### src/rtl/line_sensor_conditioner_pkg.sv
// rtl/line_sensor_conditioner_pkg.sv - steering encodings and FSM states for the line follower
package line_sensor_conditioner_pkg;

    // Output encodings shared with the PID controller and servo handler
    localparam logic [1:0] FOLLOW_REST  = 2'b00;
    localparam logic [1:0] FOLLOW_LEFT  = 2'b01;
    localparam logic [1:0] FOLLOW_RIGHT = 2'b11;

    typedef enum logic [1:0] {
        ST_REST,
        ST_TURN_L,
        ST_TURN_R,
        ST_CROSS
    } steer_state_t;

    // Debounced pair is {right, left}
    function automatic steer_state_t decode_pair(input logic [1:0] pair);
        steer_state_t st;
        case (pair)
            2'b00:   st = ST_REST;
            2'b01:   st = ST_TURN_L;
            2'b10:   st = ST_TURN_R;
            default: st = ST_CROSS;
        endcase
        return st;
    endfunction

endpackage

### src/rtl/sensor_debounce.sv
// rtl/sensor_debounce.sv - single-bit 2-flop synchroniser plus level debounce
module sensor_debounce #(
    parameter int DEBOUNCE_CYCLES = 100_000
) (
    input  logic clk,
    input  logic rst,
    input  logic sensor,
    output logic level
);

    localparam int CW = $clog2(DEBOUNCE_CYCLES);
    localparam logic [CW-1:0] CNT_LAST = CW'(DEBOUNCE_CYCLES - 1);

    logic          sync1;
    logic          sync2;
    logic [CW-1:0] cnt;

    always_ff @(posedge clk) begin
        if (rst) begin
            sync1 <= 1'b0;
            sync2 <= 1'b0;
            level <= 1'b0;
            cnt   <= '0;
        end else begin
            sync1 <= sensor;
            sync2 <= sync1;
            if (sync2 == level) begin
                cnt <= '0;
            end else if (cnt == CNT_LAST) begin
                // Level has differed for DEBOUNCE_CYCLES samples in a row
                level <= sync2;
                cnt   <= '0;
            end else begin
                cnt <= cnt + CW'(1);
            end
        end
    end

endmodule

### src/rtl/line_sensor_conditioner.sv
// rtl/line_sensor_conditioner.sv - debounced IR line sensors and registered steering decision
module line_sensor_conditioner
    import line_sensor_conditioner_pkg::*;
#(
    parameter int DEBOUNCE_CYCLES = 100_000,
    parameter int LOST_TIMEOUT    = 50_000_000
) (
    input  logic       clk,
    input  logic       rst,
    input  logic [1:0] sensor,
    output logic [1:0] sensors_signal,
    output logic [1:0] follower_state,
    output logic       state_change,
    output logic       line_lost
);

    localparam int TW = $clog2(LOST_TIMEOUT);
    localparam logic [TW-1:0] LOST_LAST = TW'(LOST_TIMEOUT - 1);

    steer_state_t  state;
    steer_state_t  next_state;
    logic [TW-1:0] lost_cnt;
    logic [TW-1:0] lost_cnt_next;
    logic          line_lost_next;
    logic [1:0]    follower_next;
    logic [1:0]    last_out;
    logic [1:0]    last_out_next;

    for (genvar i = 0; i < 2; i++) begin : g_bit
        sensor_debounce #(
            .DEBOUNCE_CYCLES(DEBOUNCE_CYCLES)
        ) u_debounce (
            .clk   (clk),
            .rst   (rst),
            .sensor(sensor[i]),
            .level (sensors_signal[i])
        );
    end

    always_ff @(posedge clk) begin
        if (rst) begin
            state          <= ST_REST;
            lost_cnt       <= '0;
            line_lost      <= 1'b0;
            follower_state <= FOLLOW_REST;
            last_out       <= FOLLOW_REST;
            state_change   <= 1'b0;
        end else begin
            state          <= next_state;
            lost_cnt       <= lost_cnt_next;
            line_lost      <= line_lost_next;
            follower_state <= follower_next;
            last_out       <= last_out_next;
            state_change   <= (follower_next != follower_state);
        end
    end

    always_comb begin
        next_state     = decode_pair(sensors_signal);
        lost_cnt_next  = '0;
        line_lost_next = 1'b0;
        follower_next  = FOLLOW_REST;
        last_out_next  = last_out;

        // Timer runs only while CROSS persists; saturates once expired
        if (state == ST_CROSS && next_state == ST_CROSS) begin
            if (lost_cnt == LOST_LAST) begin
                lost_cnt_next  = lost_cnt;
                line_lost_next = 1'b1;
            end else begin
                lost_cnt_next = lost_cnt + TW'(1);
            end
        end

        case (next_state)
            ST_REST:   follower_next = FOLLOW_REST;
            ST_TURN_L: follower_next = FOLLOW_LEFT;
            ST_TURN_R: follower_next = FOLLOW_RIGHT;
            default:   follower_next = line_lost_next ? FOLLOW_REST : last_out;
        endcase

        if (next_state != ST_CROSS) begin
            last_out_next = follower_next;
        end
    end

endmodule

### config.mk
export PLATFORM = sky130hd
export DESIGN_NAME = line_sensor_conditioner
export DESIGN_NICKNAME = d
export VERILOG_FILES = /design/src/rtl/line_sensor_conditioner_pkg.sv /design/src/rtl/sensor_debounce.sv /design/src/rtl/line_sensor_conditioner.sv
export SDC_FILE = /design/constraint.sdc
export NUM_CORES = 1
export LEC_CHECK = 0
export BUFFER_PORTS_ARGS = -buffer_cell sky130_fd_sc_hd__buf_4
export CAP_MARGIN = 15
export CELL_PAD_IN_SITES_DETAIL_PLACEMENT = 1
export CELL_PAD_IN_SITES_GLOBAL_PLACEMENT = 2
export CORE_MARGIN = 2
export CORE_UTILIZATION = 39
export DETAILED_ROUTE_END_ITERATION = 12
export PLACE_DENSITY_LB_ADDON = 0.1
export SLEW_MARGIN = 10
export SYNTH_ARGS = -nofsm -noshare
export SYNTH_HDL_FRONTEND = slang
export SYNTH_HIERARCHICAL = 1
export SYNTH_SLANG_ARGS = --single-unit
export TNS_END_PERCENT = 100
### constraint.sdc
create_clock -name clk -period 2.2 [get_ports clk]
set_input_delay 0.22 -clock clk [delete_from_list [all_inputs] [get_ports clk]]
set_output_delay 0.22 -clock clk [all_outputs]
set_load 0.02 [all_outputs]
==> results of run 1 <==
[power breakdown]
part	switching, mW	internal, mW
registers	0.00283	1.34
logic	0.0132	0.00952
clock network	0.494	0.666
[through the flow]
step                hold WS [ns]   util  instances  power [mW]
floorplan                  0.292      -        376        1.39
global placement           0.425  0.422        493        1.40
detailed placement         0.437  0.422        493        1.40
CTS                       0.0780  0.448        509        2.59
global route              0.0988  0.448        509        2.64
finish                    0.0958  0.448        509        2.53
[Yosys cell counts (7+ instances only)]
library cell | n | area share
xor2_1 | 31 | 0.080
nor2b_1 | 7 | 0.013
nand4_1 | 14 | 0.026
ha_1 | 7 | 0.026
a21oi_1 | 8 | 0.012
inv_1 | 8 | 0.0088
nand2_1 | 21 | 0.023
nor2_1 | 66 | 0.073
and4_1 | 9 | 0.023
nand3_1 | 23 | 0.034
xnor2_1 | 17 | 0.044
dfxtp_1 | 74 | 0.44
[layer usage]
metal / vias up / share of wire
met3: 10 / 0.017
met2: 14 / 0.48
met4: 0 / 0.012
li1: 1360 / -
met1: 1285 / 0.49
met5: - / 0
[critical path, cell delays in order (launching register included)]
cell and delay (ns):
dfxtp_1 0.39, ha_1 0.18, and3_1 0.22, nand4_1 0.31
o21ai_1 0.50, or4_1 0.19, a21oi_1 0.06
[cells by family after synthesis]
group | count (synthesis) | synth area share
AOI/OAI and AO/OA | 27 | 0.0501
xor gates and xnor gates | 48 | 0.124
adders and majority gates | 7 | 0.0258
buffers and inverters | 18 | 0.0232
DFF | 74 | 0.436
muxes | 5 | 0.0151
and+or+nand+nor | 197 | 0.326
[flip-flops by register name, summed over array words and instances, names as in the netlist]
name,cells
follower_state,2
g_bit.u_debounce/level,2
g_bit.u_debounce/cnt,34
lost_cnt,26
g_bit.u_debounce/sync1,2
state_change,1
last_out,2
line_lost,1
g_bit.u_debounce/sync2,2
state,2
[layout make-up]
cell class                      count  area (um^2)  share of cell area
Tap cell                          108          135              0.0351
Multi-Input combinational cell    284         1840               0.478
Clock buffer                       11          141              0.0367
Sequential cell                    74         1480               0.385
Clock inverter                      5         77.6              0.0202
Timing Repair Buffer               19          143              0.0371
Inverter                            8         30.0             0.00780
[worst max-delay path by stage]
stage	start	endpoint
floorplan	g_bit[1].u_debounce/level	state_change
global placement	lost_cnt[0]	lost_cnt[4]
detailed placement	lost_cnt[0]	lost_cnt[10]
CTS	lost_cnt[0]	lost_cnt[10]
global route	lost_cnt[0]	state_change
finish	lost_cnt[0]	lost_cnt[10]
==> flow_summary.toml, run 1 <==
[floorplanning]
num_io_pins = 10
fp.dieArea_mm2 = 0.00948
core_mm2 = 0.00859
rows = 34
die_w_um = 97.4
floorplan.initialDensity = 0.396
die_h_um = 97.4

[cts]
ctsResizeCount = 0
clkTransAtPathRegs_ns = 0.08
cts_max_path_buffers = 2
cts_setup_buffers = 0
h-tree-depth = 3
hold_buffers = 0
clock-root-buffer = "clkbuf_8"
cts_buffers = 9
tritoncts = "done"
clk_latency_ns = 0.34
cts_sinks = 74

[synthesis]
synth-seq-cells = 74
ys_types = 43
yosysWarnings = 6
async_flop_share = 0
netlist_area_mm2 = 0.00340
synth_edf_count = 0
synth_flop_cell = "dfxtp_1"
synth_cells = 376
synth_fp_nets = 387
syn_area_per_cell_um2 = 9.04
ys_seq_area_frac = 0.436

[routing]
drc = 0
via_per_inst = 5.24
wl_per_cell_um = 14.6
routed_wl_um = 7410
drt-initial-drc-count = 66
vias = 2669
firstDrtPassIters = 4
antenna_left = 0

[place]
place_area_mm2 = 0.00363
hpwl_um = 5270
port_buffers = 9
gp_congestion = 0.765
place_ws_ns = 0.280

[sta]
hold_viol_final = 0
skew_ns = 0.00952
worst_slack_ns = 0.231
maxSlewViolCount = 0
finalSetupViolCount = 0
min_period_over_period = 0.895
slew_headroom = 0.684
rsz0062_at_grt = "no"
worstMarginPinSlew_ns = 0.470
clock.fmax_ghz = 0.508
tns_ns = 0
period_needed_ns = 1.97

[hold_path]
worstHoldStart = "sensor[1]"
min_path_cells = 2
min_to = "g_bit[1].u_debounce/sync1"
min_path_type = "in2reg"

[final_layout]
antennaDiodeCount = 0
layout_common_cells = "74 x dfxtp_1, 66 x nor2_1, 31 x xor2_1"
final_area_mm2 = 0.00385
layout_commonest_cell = "dfxtp_1"
drive_above_1_share = 0.120
fillCellCount = 1032
final_nets = 407
area_delta_synth_final_pct = 13.2

[pwr]
p_leak_nw = 1.33
peakVddDrop_mv = 0.266
power_density_mw_per_mm2 = 657

[critical_path]
r2r_setup_slack_ns = 0.23
worstPathRequired_ns = 2.42
arrival_ns = 2.19
reg2reg_to = "lost_cnt[10]"
cp-start-kind = "register"
r2r_start = "lost_cnt[0]"
cp-end-kind = "register"
reg2reg_depth = 6
critical_path_class = "reg2reg"
crit_fanout = 9

[global_routing]
use_met2 = 0.278
use_met3 = 0.0266
antenna_found_initial = 0
grt_pass1_wl_um = 13000
grt_max_degree = 17
grt_pass1_vias = 2739
grt-ovfl-total = 0
top_usage_layer = "met2"
grt_use_met1 = 0.215
grt.total_usage = 0.166

[status]
status = "completed"

[job]
maxCapViolations = 0
No activity file was read; power rests on OpenSTA's default activity.
==> run 2, diff against run 1 <==
Settings changed: CORE_UTILIZATION 39 to 38, SYNTH_HIERARCHICAL 1 to not set.
==> run 2 against run 1 <==
  * Setup slack got worse by 0.016 ns
  * Area after synthesis fell by 2.6%
  * Fmax fell by 0.81%
  * Via count fell by 7.0%
  * Die area barely moved
  * First-iteration DRC count fell by 14%
  * Utilization fell by 2.2 points
  * Final area fell by 4.9%
  * Non-clock buffer count fell by 1
==> flow_summary.toml, run 2 <==
[routing]
wl_per_cell_um = 13.3
vias = 2482
routed_wl_um = 6660
antenna_left = 0
drc = 0
firstDrtPassIters = 4
via_per_inst = 4.95
drt-initial-drc-count = 57

[cts]
ctsResizeCount = 0
cts_max_path_buffers = 2
cts_setup_buffers = 0
hold_buffers = 0
clock-root-buffer = "clkbuf_8"
cts_sinks = 74
h-tree-depth = 3
cts_buffers = 9
tritoncts = "done"
clk_latency_ns = 0.34
clkTransAtPathRegs_ns = 0.08

[synthesis]
yosys.area.top_type = "dfxtp_1"
synth_common_cells = "79 x nor2_1, 74 x dfxtp_1, 33 x xnor2_1, 21 x nand2_1, 21 x xor2_1"
synth_most_common_cell = "nor2_1"
ys_types = 42
synth_cells = 375
synth_flop_cell = "dfxtp_1"
ys_seq_area_frac = 0.447
synthTopCellsByArea = "dfxtp_1 45%, nor2_1 9.0%, xnor2_1 8.7%"
syn_area_per_cell_um2 = 8.83
yosysWarnings = 0
netlist_area_mm2 = 0.00331
async_flop_share = 0
synth_fp_nets = 386
synth_edf_count = 0
synth_top_area_share = 0.447
synth-seq-cells = 74

[hold_path]
min_path_cells = 2
min_path_type = "in2reg"
min_to = "g_bit[0].u_debounce.sync1"
worstHoldStart = "sensor[0]"

[pwr]
p_leak_nw = 1.20
power_density_mw_per_mm2 = 626
seq_power_share = 0.587
peakVddDrop_mv = 0.290
power_switching_share = 0.223
p_sw_mw = 0.510
clkPwrFrac = 0.404
p_int_mw = 1.78
pwr-share-comb = 0.009

[place]
hpwl_um = 4790
numPlacedInstances = 486
place_ws_ns = 0.258
gp_congestion = 0.757
port_buffers = 9

[final_layout]
instances_no_fill = 501
final_nets = 400
largest_register_ffs = 34
layout_common_cells = "79 x nor2_1, 74 x dfxtp_1, 33 x xnor2_1"
fillCellCount = 1010
antennaDiodeCount = 0
top_regs = "g_bit.u_debounce.cnt x34, lost_cnt x26"
drive_above_1_share = 0.104
regMostFlops = "g_bit.u_debounce.cnt"
layout_commonest_cell = "nor2_1"
area_delta_synth_final_pct = 10.5

[floorplanning]
rows = 34
floorplan.initialDensity = 0.385
die_w_um = 97.3
num_io_pins = 10
fp.dieArea_mm2 = 0.00948
core_mm2 = 0.00859
die_h_um = 97.3

[critical_path]
r2r_setup_slack_ns = 0.21
reg2reg_depth = 6
r2r_start = "lost_cnt[0]"
crit_fanout = 8
arrival_ns = 2.23
reg2reg_to = "lost_cnt[24]"
worstPathRequired_ns = 2.45
cp-end-kind = "register"
critical_path_class = "reg2reg"
cp-start-kind = "register"

[global_routing]
grt-ovfl-total = 0
grt.total_usage = 0.152
grt_max_degree = 18
grt_pass1_vias = 2547
grt_pass1_wl_um = 11900
antenna_found_initial = 0

[sta]
worst_slack_ns = 0.215
slew_headroom = 0.663
rsz0062_at_grt = "no"
period_needed_ns = 1.99
min_period_over_period = 0.902
tns_ns = 0
finalSetupViolCount = 0
worstMarginPinSlew_ns = 0.502
maxSlewViolCount = 0
hold_viol_final = 0
skew_ns = 0.00791
clock.fmax_ghz = 0.504

[job]
maxCapViolations = 0

[status]
status = "completed"
[run 2: logic make-up after synthesis]
kind of cell,Yosys count,share of synthesized area
simple gates,193,0.296
flops,74,0.447
xor+xnor,54,0.143
buf+inv,25,0.0389
compound gates,16,0.0302
fa+ha+maj,7,0.0265
mux,6,0.0181
[run 2: worst max-delay path, stage by stage, from the launching register on]
cell and delay, ns:
dfxtp_1 0.36, ha_1 0.22, and2_1 0.21, nand4_2 0.27, nor4_1 0.42, xnor2_1 0.15, nor3_1 0.25
[run 2: per-layer routing]
layer,GRT usage,share of wire
met2,0.239,0.45
met4,0.0513,0.0095
met3,0.0367,0.021
met1,0.205,0.52
met5,0,0
[run 2: worst max path at each step]
stage                                   start      endpoint  depth (start not counted)
floorplan           g_bit[0].u_debounce.level  state_change                          7
global placement                  lost_cnt[0]  lost_cnt[24]                          6
detailed placement                lost_cnt[0]  lost_cnt[24]                          6
CTS                               lost_cnt[0]  lost_cnt[24]                          6
global route                      lost_cnt[0]  lost_cnt[24]                          6
finish                            lost_cnt[0]  lost_cnt[24]                          6
[run 2: power groups by stage]
stage          registers (mW)  clock network, mW  logic, mW
2_1_floorplan            1.38                  0     0.0129
3_3_place_gp             1.38                  0     0.0217
3_5_place_dp             1.38                  0     0.0222
4_1_cts                  1.34              0.980     0.0223
5_1_grt                  1.35               1.03     0.0247
6_report                 1.34              0.926     0.0215
[run 2: cell type report]
type	instances	area, um^2	area share
Clock buffer	10	138	0.0376
Tap cell	108	135	0.0369
Clock inverter	5	31.3	0.00855
Sequential cell	74	1480	0.405
Inverter	10	37.5	0.0103
Timing Repair Buffer	18	135	0.0369
Multi-Input combinational cell	276	1700	0.465
[run 2: per-stage QoR]
stage          power [mW]  utilization  cell area [um^2]  hold WS (ns)
2_1_floorplan        1.39            -              3310         0.301
3_3_place_gp         1.40        0.406              3490         0.430
3_5_place_dp         1.40        0.406              3490         0.426
4_1_cts              2.35        0.426              3660        0.0774
5_1_grt              2.40        0.426              3660        0.0963
6_report             2.29        0.426              3660        0.0961
